--- config.mk ---
export PLATFORM = sky130hd
export DESIGN_NAME = fetch_stall_unit_flat
export DESIGN_NICKNAME = d
export VERILOG_FILES = /design/src/rtl/fetch_stall_unit_if.sv /design/src/rtl/fetch_stall_unit.sv /design/src/flat_wrapper.sv
export SDC_FILE = /design/constraint.sdc
export NUM_CORES = 1
export LEC_CHECK = 0
export CAP_MARGIN = 20
export CORE_MARGIN = 2
export CORE_UTILIZATION = 30
export DETAILED_ROUTE_END_ITERATION = 16
export PLACE_DENSITY = 0.48
export SYNTH_ARGS = -nofsm -noshare
export SYNTH_HDL_FRONTEND = slang
export SYNTH_SLANG_ARGS = --single-unit
export TNS_END_PERCENT = 30
--- constraint.sdc ---
create_clock -name clk -period 2.77 [get_ports clk]
set_input_delay 0.277 -clock clk [delete_from_list [all_inputs] [get_ports clk]]
set_output_delay 0.277 -clock clk [all_outputs]
set_load 0.05 [all_outputs]
--- src/rtl/fetch_stall_unit_if.sv ---
// IF-stage handshake bundle: stall/flush controls, instruction-memory port and IF/ID outputs.
// The fetch unit connects through the slave modport; the pipeline/memory side uses master.
interface fetch_stall_unit_if #(
    parameter int XLEN = 32
);
    logic            PC_Write;
    logic            IF_ID_Write;
    logic            Flush_D;
    logic [XLEN-1:0] Branch_Target;
    logic            imem_req;
    logic [XLEN-1:0] imem_addr;
    logic [31:0]     imem_rdata;
    logic [XLEN-1:0] PC_D;
    logic [31:0]     Instr_D;
    logic            Valid_D;

    modport slave (
        input  PC_Write, IF_ID_Write, Flush_D, Branch_Target, imem_rdata,
        output imem_req, imem_addr, PC_D, Instr_D, Valid_D
    );

    modport master (
        output PC_Write, IF_ID_Write, Flush_D, Branch_Target, imem_rdata,
        input  imem_req, imem_addr, PC_D, Instr_D, Valid_D
    );
endinterface

--- src/rtl/fetch_stall_unit.sv ---
// IF stage: owns PC_F, fetches from a 1-cycle imem, drives IF/ID with a 1-entry hold buffer.
// Optional macro FETCH_PERF_CNT_EN adds saturating stall_cnt/flush_cnt outputs.
module fetch_stall_unit #(
    parameter int              XLEN      = 32,
    parameter logic [XLEN-1:0] RESET_PC  = '0,
    parameter logic [31:0]     NOP_INSTR = 32'h0000_0013
) (
    input  logic                 clk,
    input  logic                 rst_n,
    fetch_stall_unit_if.slave    bus
`ifdef FETCH_PERF_CNT_EN
    ,
    output logic [31:0]          stall_cnt,
    output logic [31:0]          flush_cnt
`endif
);

    logic [XLEN-1:0] r_pc_f;
    logic            r_inflight;
    logic [XLEN-1:0] r_inflight_pc;
    logic            r_hold_valid;
    logic [XLEN-1:0] r_hold_pc;
    logic [31:0]     r_hold_instr;
    logic [XLEN-1:0] r_pc_d;
    logic [31:0]     r_instr_d;
    logic            r_valid_d;
    logic            w_req;
    logic            w_capture;

    // A pending hold entry only blocks fetch while it cannot drain this cycle, so a
    // stall release drains the hold and issues the next fetch together (no bubble).
    assign w_req = rst_n && bus.PC_Write && !bus.Flush_D
                 && !(r_hold_valid && !bus.IF_ID_Write)
                 && !(r_inflight && !bus.IF_ID_Write);

    assign w_capture = !bus.Flush_D && !bus.IF_ID_Write && r_inflight;

    assign bus.imem_req  = w_req;
    assign bus.imem_addr = r_pc_f;
    assign bus.PC_D      = r_pc_d;
    assign bus.Instr_D   = r_instr_d;
    assign bus.Valid_D   = r_valid_d;

    always_ff @(posedge clk or negedge rst_n) begin
        if (!rst_n) begin
            r_pc_f       <= RESET_PC;
            r_inflight   <= 1'b0;
            r_hold_valid <= 1'b0;
            r_pc_d       <= '0;
            r_instr_d    <= NOP_INSTR;
            r_valid_d    <= 1'b0;
        end else if (bus.Flush_D) begin
            r_pc_f       <= bus.Branch_Target;
            r_inflight   <= 1'b0;
            r_hold_valid <= 1'b0;
            r_instr_d    <= NOP_INSTR;
            r_valid_d    <= 1'b0;
        end else begin
            r_inflight <= w_req;
            if (w_req) begin
                r_pc_f <= r_pc_f + XLEN'(4);
            end
            if (bus.IF_ID_Write) begin
                if (r_hold_valid) begin
                    r_pc_d       <= r_hold_pc;
                    r_instr_d    <= r_hold_instr;
                    r_valid_d    <= 1'b1;
                    r_hold_valid <= 1'b0;
                end else if (r_inflight) begin
                    r_pc_d    <= r_inflight_pc;
                    r_instr_d <= bus.imem_rdata;
                    r_valid_d <= 1'b1;
                end else begin
                    r_instr_d <= NOP_INSTR;
                    r_valid_d <= 1'b0;
                end
            end else if (r_inflight) begin
                r_hold_valid <= 1'b1;
            end
        end
    end

    // Payload registers are qualified by r_inflight / r_hold_valid and need no reset.
    always_ff @(posedge clk) begin
        if (w_req) begin
            r_inflight_pc <= r_pc_f;
        end
        if (w_capture) begin
            r_hold_pc    <= r_inflight_pc;
            r_hold_instr <= bus.imem_rdata;
        end
    end

    a_hold_no_overflow : assert property (
        @(posedge clk) disable iff (!rst_n) !(w_capture && r_hold_valid)
    );

`ifdef FETCH_PERF_CNT_EN
    logic [31:0] r_stall_cnt;
    logic [31:0] r_flush_cnt;

    always_ff @(posedge clk or negedge rst_n) begin
        if (!rst_n) begin
            r_stall_cnt <= '0;
            r_flush_cnt <= '0;
        end else begin
            if (!bus.IF_ID_Write && !bus.Flush_D && (r_stall_cnt != 32'hFFFF_FFFF)) begin
                r_stall_cnt <= r_stall_cnt + 32'd1;
            end
            if (bus.Flush_D && (r_flush_cnt != 32'hFFFF_FFFF)) begin
                r_flush_cnt <= r_flush_cnt + 32'd1;
            end
        end
    end

    assign stall_cnt = r_stall_cnt;
    assign flush_cnt = r_flush_cnt;
`endif

endmodule

--- src/flat_wrapper.sv ---
// flat-port wrapper written by rule: the top's interface ports become plain ports
module fetch_stall_unit_flat 
#(
    parameter int              XLEN      = 32,
    parameter logic [XLEN-1:0] RESET_PC  = '0,
    parameter logic [31:0]     NOP_INSTR = 32'h0000_0013
)
  (clk, rst_n, bus_PC_Write, bus_IF_ID_Write, bus_Flush_D, bus_Branch_Target, bus_imem_rdata, bus_imem_req, bus_imem_addr, bus_PC_D, bus_Instr_D, bus_Valid_D);
  fetch_stall_unit_if #(.XLEN(XLEN)) bus_i ();
  input  logic clk;
  input  logic rst_n;
  input wire logic [$bits(bus_i.PC_Write)-1:0] bus_PC_Write;
  input wire logic [$bits(bus_i.IF_ID_Write)-1:0] bus_IF_ID_Write;
  input wire logic [$bits(bus_i.Flush_D)-1:0] bus_Flush_D;
  input wire logic [$bits(bus_i.Branch_Target)-1:0] bus_Branch_Target;
  input wire logic [$bits(bus_i.imem_rdata)-1:0] bus_imem_rdata;
  output wire logic [$bits(bus_i.imem_req)-1:0] bus_imem_req;
  output wire logic [$bits(bus_i.imem_addr)-1:0] bus_imem_addr;
  output wire logic [$bits(bus_i.PC_D)-1:0] bus_PC_D;
  output wire logic [$bits(bus_i.Instr_D)-1:0] bus_Instr_D;
  output wire logic [$bits(bus_i.Valid_D)-1:0] bus_Valid_D;
  assign bus_i.PC_Write = bus_PC_Write;
  assign bus_i.IF_ID_Write = bus_IF_ID_Write;
  assign bus_i.Flush_D = bus_Flush_D;
  assign bus_i.Branch_Target = bus_Branch_Target;
  assign bus_i.imem_rdata = bus_imem_rdata;
  assign bus_imem_req = bus_i.imem_req;
  assign bus_imem_addr = bus_i.imem_addr;
  assign bus_PC_D = bus_i.PC_D;
  assign bus_Instr_D = bus_i.Instr_D;
  assign bus_Valid_D = bus_i.Valid_D;
  fetch_stall_unit #(.XLEN(XLEN), .RESET_PC(RESET_PC), .NOP_INSTR(NOP_INSTR)) u_core (.clk(clk), .rst_n(rst_n), .bus(bus_i));
endmodule
==> results.md, run 1 <==
* First-pass GRT wire length at 32300 um
* DR WL met3 at 1540 um
* Max_cap viols at 0
* CP required at 2.49 ns
* # DRC at 0
* Reg2reg setup slack at 0.53 ns
* Cell Area, Synth at 7780 um^2
* P_leak at 3.75 nW
* CP endpoint kind: primary output
* Slew headroom at 34.9%
* Logic pwr share at 21.1%
* Post-synth EDFFs at 96
* Synth cell types at 47
* VDD IR-drop max at 0.340 mV
* Critical path peak fanout at 18
* GPL Wtd Cong at 0.782
* Number of synthesis warnings at 0
* Synth-to-layout area growth at 34.9%
* CTS tree: built
* Sequential power share at 45.1%
* Initial detailed-routing violation count at 346
* Number of global-route vias before repair at 5567
* Inserted Clock Buffers at 17
* HP Start: bus_IF_ID_Write
* Hold path endpoint: u_core.r_hold_valid
* Worst Reg-to-Reg Cells at 6
* Clock buffer depth at 2
* Net Switching at 2.44 mW
* F_max at 408 MHz
* Fin crit share at 88.5%
* Syn Nets at 671
* M1 WL at 9510 um
* Worst Clk Skew at 0.00966 ns
* # port buffers at 166
* Final wirelength at 21000 um
* Synth Area per Inst at 12.9 um^2
* Register area share after synthesis at 68.9%
* Dominant cells by area after synthesis: edfxtp_1, dfrtp_1, mux2i_1
* Die X at 165 um
* Hold Crit Class: in -> reg
* Area of the multi-input gates at 2280 um^2
* Dominant cell type by area after synthesis: edfxtp_1
* Sw Share at 31.9%
* Total Nets Final at 833
* # IOs at 167
* Slew @ Worst Pin at 0.976 ns
* Reg2reg start: u_core.bus.imem_addr[3]
* Seq. cell area at 5370 um^2
* Tot GR Track Use at 15.8%
* Pre-antenna DRT Iters at 4
* Tightest hold margin at 0.0680 ns
* Endpoints failing setup at 0
* Reg2reg end: u_core.bus.imem_addr[28]
* Highest routed layer: met5
* Layout cells sized above 1 at 8.76%
* PwrDens at 728 nW/um^2
* Cts repair resizes at 0
* Total core area at 25300 um^2
* Detail-routed net length per standard cell at 18.9 um
* Largest net degree at the start of global routing at 100
* Final Critical Period at 2.45 ns
* Clk Latency, worst-skew pair at 0.44 ns
* Top-area cell type share of the netlist area at 37.0%
* DP Wirelength at 14000 um
* Share of synthesized flip-flops with an asynchronous set or reset at 50.8%
* Most common library cells after synthesis: dfrtp_1, edfxtp_1, nor2_1
* Setup crit start kind: flop
* DRT antenna net count at 0
* Status: complete, no violations
* Clk slew on worst S/H paths at 0.07 ns
* DIE AREA at 27200 um^2
* RSZ-0062 raised after global routing: false
* Via count at 5472
* Worst setup path class: reg -> out
* Max Slew Vio Count at 0
* Critical path data arrival time at 2.18 ns
* Number of synthesized register bits at 195
* Detailed-route vias per instance at 4.93
* Initial antenna violation count at 4
* Met2 routed WL at 9540 um
* # fillers at 2399
* Post-synthesis cell count at 601
* Clk pwr share at 33.8%
* Fin. Hold Viols at 0
* # H-tree levels at 4
* Int Pwr at 5.21 mW
* Starting Density at 30.7%
* Setup TNS at 0 ns
* Hold Path Cell Cnt at 2
* CTS root buffer: clkbuf_16
* Sink Count at 195
* Leading register cell type out of synthesis: edfxtp_1
* Gr ovfl total at 0
* Die height at 165 um
* Site Rows at 58
power groups by stage:
| stage | clock network, mW | logic, mW | registers (mW) |
|---|---|---|---|
| 2_1_floorplan | 0 | 0.301 | 4.15 |
| 3_3_place_gp | 0 | 1.61 | 3.51 |
| 3_5_place_dp | 0 | 1.63 | 3.52 |
| 4_1_cts | 2.66 | 1.63 | 3.46 |
| 5_1_grt | 2.78 | 1.71 | 3.48 |
| 6_report | 2.59 | 1.61 | 3.45 |
flip-flops by register name (all words and copies together) (netlist names):
signal                flops
u_core.bus.Valid_D        1
u_core.r_hold_pc         32
u_core.r_inflight         1
u_core.bus.Instr_D       32
u_core.r_hold_valid       1
u_core.r_hold_instr      32
u_core.r_inflight_pc     32
u_core.bus.imem_addr     32
u_core.bus.PC_D          32
kinds of logic after synthesis:
kind of cell / after synthesis / synth area share, %
buffers and inverters: 41 / 1.98
multiplexers: 37 / 4.81
flip-flops: 195 / 68.9
AO/OA/AOI/OAI: 129 / 10.8
adder cells (fa/ha/maj): 1 / 0.161
AND/OR/NAND/NOR: 177 / 11.0
XOR/XNOR: 21 / 2.36
how the worst max path moves through the flow:
stage,start,end,depth (start not counted)
after floorplan,bus_Flush_D,u_core.r_hold_instr[0],4
after global placement,bus_PC_Write,u_core.bus.imem_addr[23],7
after detailed placement,bus_PC_Write,u_core.bus.imem_addr[23],7
after CTS,u_core.r_hold_valid,bus_imem_req,3
after global routing,u_core.r_hold_valid,bus_imem_req,3
final,u_core.r_hold_valid,bus_imem_req,3
through the flow:
| stage | cell area, um^2 | total power [mW] | std cells | util, % | worst slack [ns] |
|---|---|---|---|---|---|
| after floorplan | 7780 | 4.46 | 601 | - | 0.0598 |
| after global placement | 9870 | 5.12 | 1073 | 39.0 | 0.471 |
| after detailed placement | 9870 | 5.14 | 1073 | 39.0 | 0.422 |
| after CTS | 10500 | 7.75 | 1106 | 41.4 | 0.323 |
| after global routing | 10500 | 7.96 | 1106 | 41.4 | 0.152 |
| final | 10500 | 7.65 | 1109 | 41.5 | 0.317 |
layout by cell type (no fill, tap or decap), drive strengths merged, types with 4 or more instances in the layout:
cell / n
mux2i: 34
o21ai: 22
dfrtp: 96
inv: 10
a22oi: 30
buf: 17
nand4: 10
xnor2: 17
nor2: 69
nor4: 6
clkinv: 6
xor2: 4
nor3: 9
nand2: 42
a21oi: 32
clkdlybuf4s50: 162
and4: 5
nand3: 10
and2: 6
and3: 6
clkbuf: 17
a211oi: 30
edfxtp: 96
repair_timing:
action	4_1_cts	5_1_grt
buffers inserted	0	0
hold buffers	1	0
hold endpoints to repair	6	0
routing by layer:
layer / vias up / global-route usage, %
li1: 2569 / -
met1: 2717 / 20.6
met2: 157 / 24.4
met3: 27 / 5.92
met4: 2 / 4.94
met5: - / 0
worst max-delay path, cell delays in order, from the launching register on:
cell	delay [ns]
dfrtp_4	0.50
o21bai_1	0.40
and3_2	0.62
buf_12	0.21
final cells by class:
class                   count  share of cell area (%)
clock inverters            15                    1.82
clock buffers              17                    4.05
repair buffers            180                    17.2
diodes                      3                  0.0715
well taps                 330                    3.93
multi-input cells         365                    21.7
flip-flops and latches    195                    51.1
inverters                   4                   0.143
Note: power is estimated with default switching activity, not from simulation.
==> inputs of run 2 (changes only) <==
--- a/config.mk
+++ b/config.mk
@@ -8,7 +8,9 @@
 export CAP_MARGIN = 20
 export CORE_MARGIN = 2
 export CORE_UTILIZATION = 30
+export CTS_CLUSTER_SIZE = 40
 export DETAILED_ROUTE_END_ITERATION = 16
+export MAX_ROUTING_LAYER = met4
 export PLACE_DENSITY = 0.48
 export SYNTH_ARGS = -nofsm -noshare
 export SYNTH_HDL_FRONTEND = slang
==> run 2 against run 1 <==
  * Hold slack improved by 0.0082 ns
  * Via count decreased by 0.90%
  * Fmax increased by 1.2%
  * Clock-buffer cell count unchanged
  * Combinational power about the same
  * Sequential power about the same
  * Flip-flop and latch count unchanged
  * Clock skew increased by 0.0029 ns
  * Sequential share of layout area about the same
  * Largest cell class unchanged
  * Largest power group unchanged
  * Wire length decreased by 0.36%
  * Highest routed layer is now met4
==> results.md, run 2 (same netlist as run 1, synthesis figures left out) <==
* Max Slew Vio Count at 0
* F_max at 413 MHz
* Inserted Clock Buffers at 17
* # port buffers at 166
* Critical path's slowest cell: and3_2
* Sink Count at 195
* Hold Path Cell Cnt at 2
* Total Nets Final at 833
* PwrDens at 727 nW/um^2
* Sw Share at 31.8%
* Net Switching at 2.43 mW
* Die height at 165 um
* Starting Density at 30.7%
* Critical path peak fanout at 18
* P_leak at 3.75 nW
* Hold Crit Class: in -> reg
* CP Depth at 3
* Gr ovfl total at 0
* Initial detailed-routing violation count at 367
* Clk Latency, worst-skew pair at 0.43 ns
* Detail-routed net length per standard cell at 18.8 um
* DIE AREA at 27200 um^2
* DRT antenna net count at 0
* Clk pwr share at 33.8%
* Synth-to-layout area growth at 35.0%
* Post-CTS Setup Bufs at 0
* Setup TNS at 0 ns
* Fin. Hold Viols at 0
* Final wirelength at 20900 um
* Detailed-route vias per instance at 4.89
* Logic pwr share at 21.1%
* Pwr Total at 7.64 mW
* Slew headroom at 34.1%
* CP required at 2.49 ns
* Pre-CTS setup slack at 0.422 ns
* Clk slew on worst S/H paths at 0.07 ns
* # DRC at 0
* Die X at 165 um
* CP endpoint kind: primary output
* Int Pwr at 5.21 mW
* Worst setup path class: reg -> out
* Status: complete, no violations
* RSZ-0062 raised after global routing: false
* Fin crit share at 87.5%
* Setup crit start kind: flop
* Sequential power share at 45.1%
* First-pass GRT wire length at 32200 um
* CTS root buffer: clkbuf_16
* DP Wirelength at 14000 um
* Most frequent cells in the layout: clkdlybuf4s50_1, edfxtp_1, dfrtp_1
* Worst setup slack after layout at 0.347 ns
* Worst Clk Skew at 0.0125 ns
* Placed inst area at 9870 um^2
* CP max stage delay at 0.60 ns
* Total core area at 25300 um^2
* # H-tree levels at 4
* Layout Utilization at 41.5%
* Tot GR Track Use at 16.2%
* Largest net degree at the start of global routing at 100
* GPL Wtd Cong at 0.793
* CTS tree: built
* Clock buffer depth at 2
* Max_cap viols at 0
* Initial antenna violation count at 4
* Critical path, cell by cell: o21bai_1, and3_2, buf_12
* Layout cells sized above 1 at 8.76%
* Via count at 5423
* Number of global-route vias before repair at 5586
* Bufs and invs on worst path at 1
* Design area at 10500 um^2
* VDD IR-drop max at 0.330 mV
* Worst Reg-to-Reg Cells at 6
* Site Rows at 58
* # IOs at 167
* Critical path data arrival time at 2.15 ns
* Slew @ Worst Pin at 0.988 ns
* Pre-antenna DRT Iters at 4
* Cts repair resizes at 0
* Final Critical Period at 2.42 ns
* Endpoints failing setup at 0
* Delay-heaviest family, CP: simple AND/OR/NAND/NOR gates
* Commonest non-fill, non-tap cell in the layout: clkdlybuf4s50_1
-- run 2: path summary, 6_finish.rpt --
path	end	startpoint	slack, ns
worst max-delay path	bus_imem_req	u_core.r_hold_valid	0.35
worst min-delay path	u_core.r_hold_valid	bus_IF_ID_Write	0.08
worst max register to register	u_core.bus.imem_addr[28]	u_core.bus.imem_addr[3]	0.53
worst min register to register	u_core.r_hold_pc[31]	u_core.r_inflight_pc[31]	0.45
max in group asynchronous	u_core.r_hold_valid	rst_n	1.78
min in group asynchronous	u_core.bus.PC_D[18]	rst_n	0.48
-- run 2: final cells by class --
cell class                      instances  area, um^2
Clock inverter                         15         191
Clock buffer                           17         425
Tap cell                              330         413
Multi-Input combinational cell        365        2280
Antenna cell                            4        10.0
Sequential cell                       195        5370
Inverter                                4        15.0
Fill cell                            2400       14800
Timing Repair Buffer                  180        1800
-- run 2: per-layer routing --
| layer | up-vias | part of all wire (%) | global-route usage [%] |
|---|---|---|---|
| met3 | 13 | 7.1 | 5.00 |
| li1 | 2567 | - | - |
| met5 | - | 0 | - |
| met2 | 159 | 46 | 24.4 |
| met4 | 0 | 0.94 | 5.06 |
| met1 | 2684 | 46 | 21.0 |
-- run 2: what timing repair did --
item,CTS,global route
setup endpoints to repair,0,0
hold endpoints to repair,6,0
hold buffers,1,0
-- run 2: through the flow --
| stage | hold slack, ns | std cells |
|---|---|---|
| detailed placement | 0.434 | 1073 |
| floorplan | -0.0186 | 601 |
| CTS | 0.0487 | 1106 |
| global route | 0.0685 | 1110 |
| global placement | 0.435 | 1073 |
| finish | 0.0762 | 1110 |
-- run 2: power groups by stage --
stage | Clock, mW | Combinational [mW] | Sequential, mW
CTS | 2.66 | 1.63 | 3.46
detailed placement | 0 | 1.63 | 3.52
global route | 2.77 | 1.71 | 3.48
floorplan | 0 | 0.301 | 4.15
finish | 2.58 | 1.61 | 3.45
global placement | 0 | 1.61 | 3.51
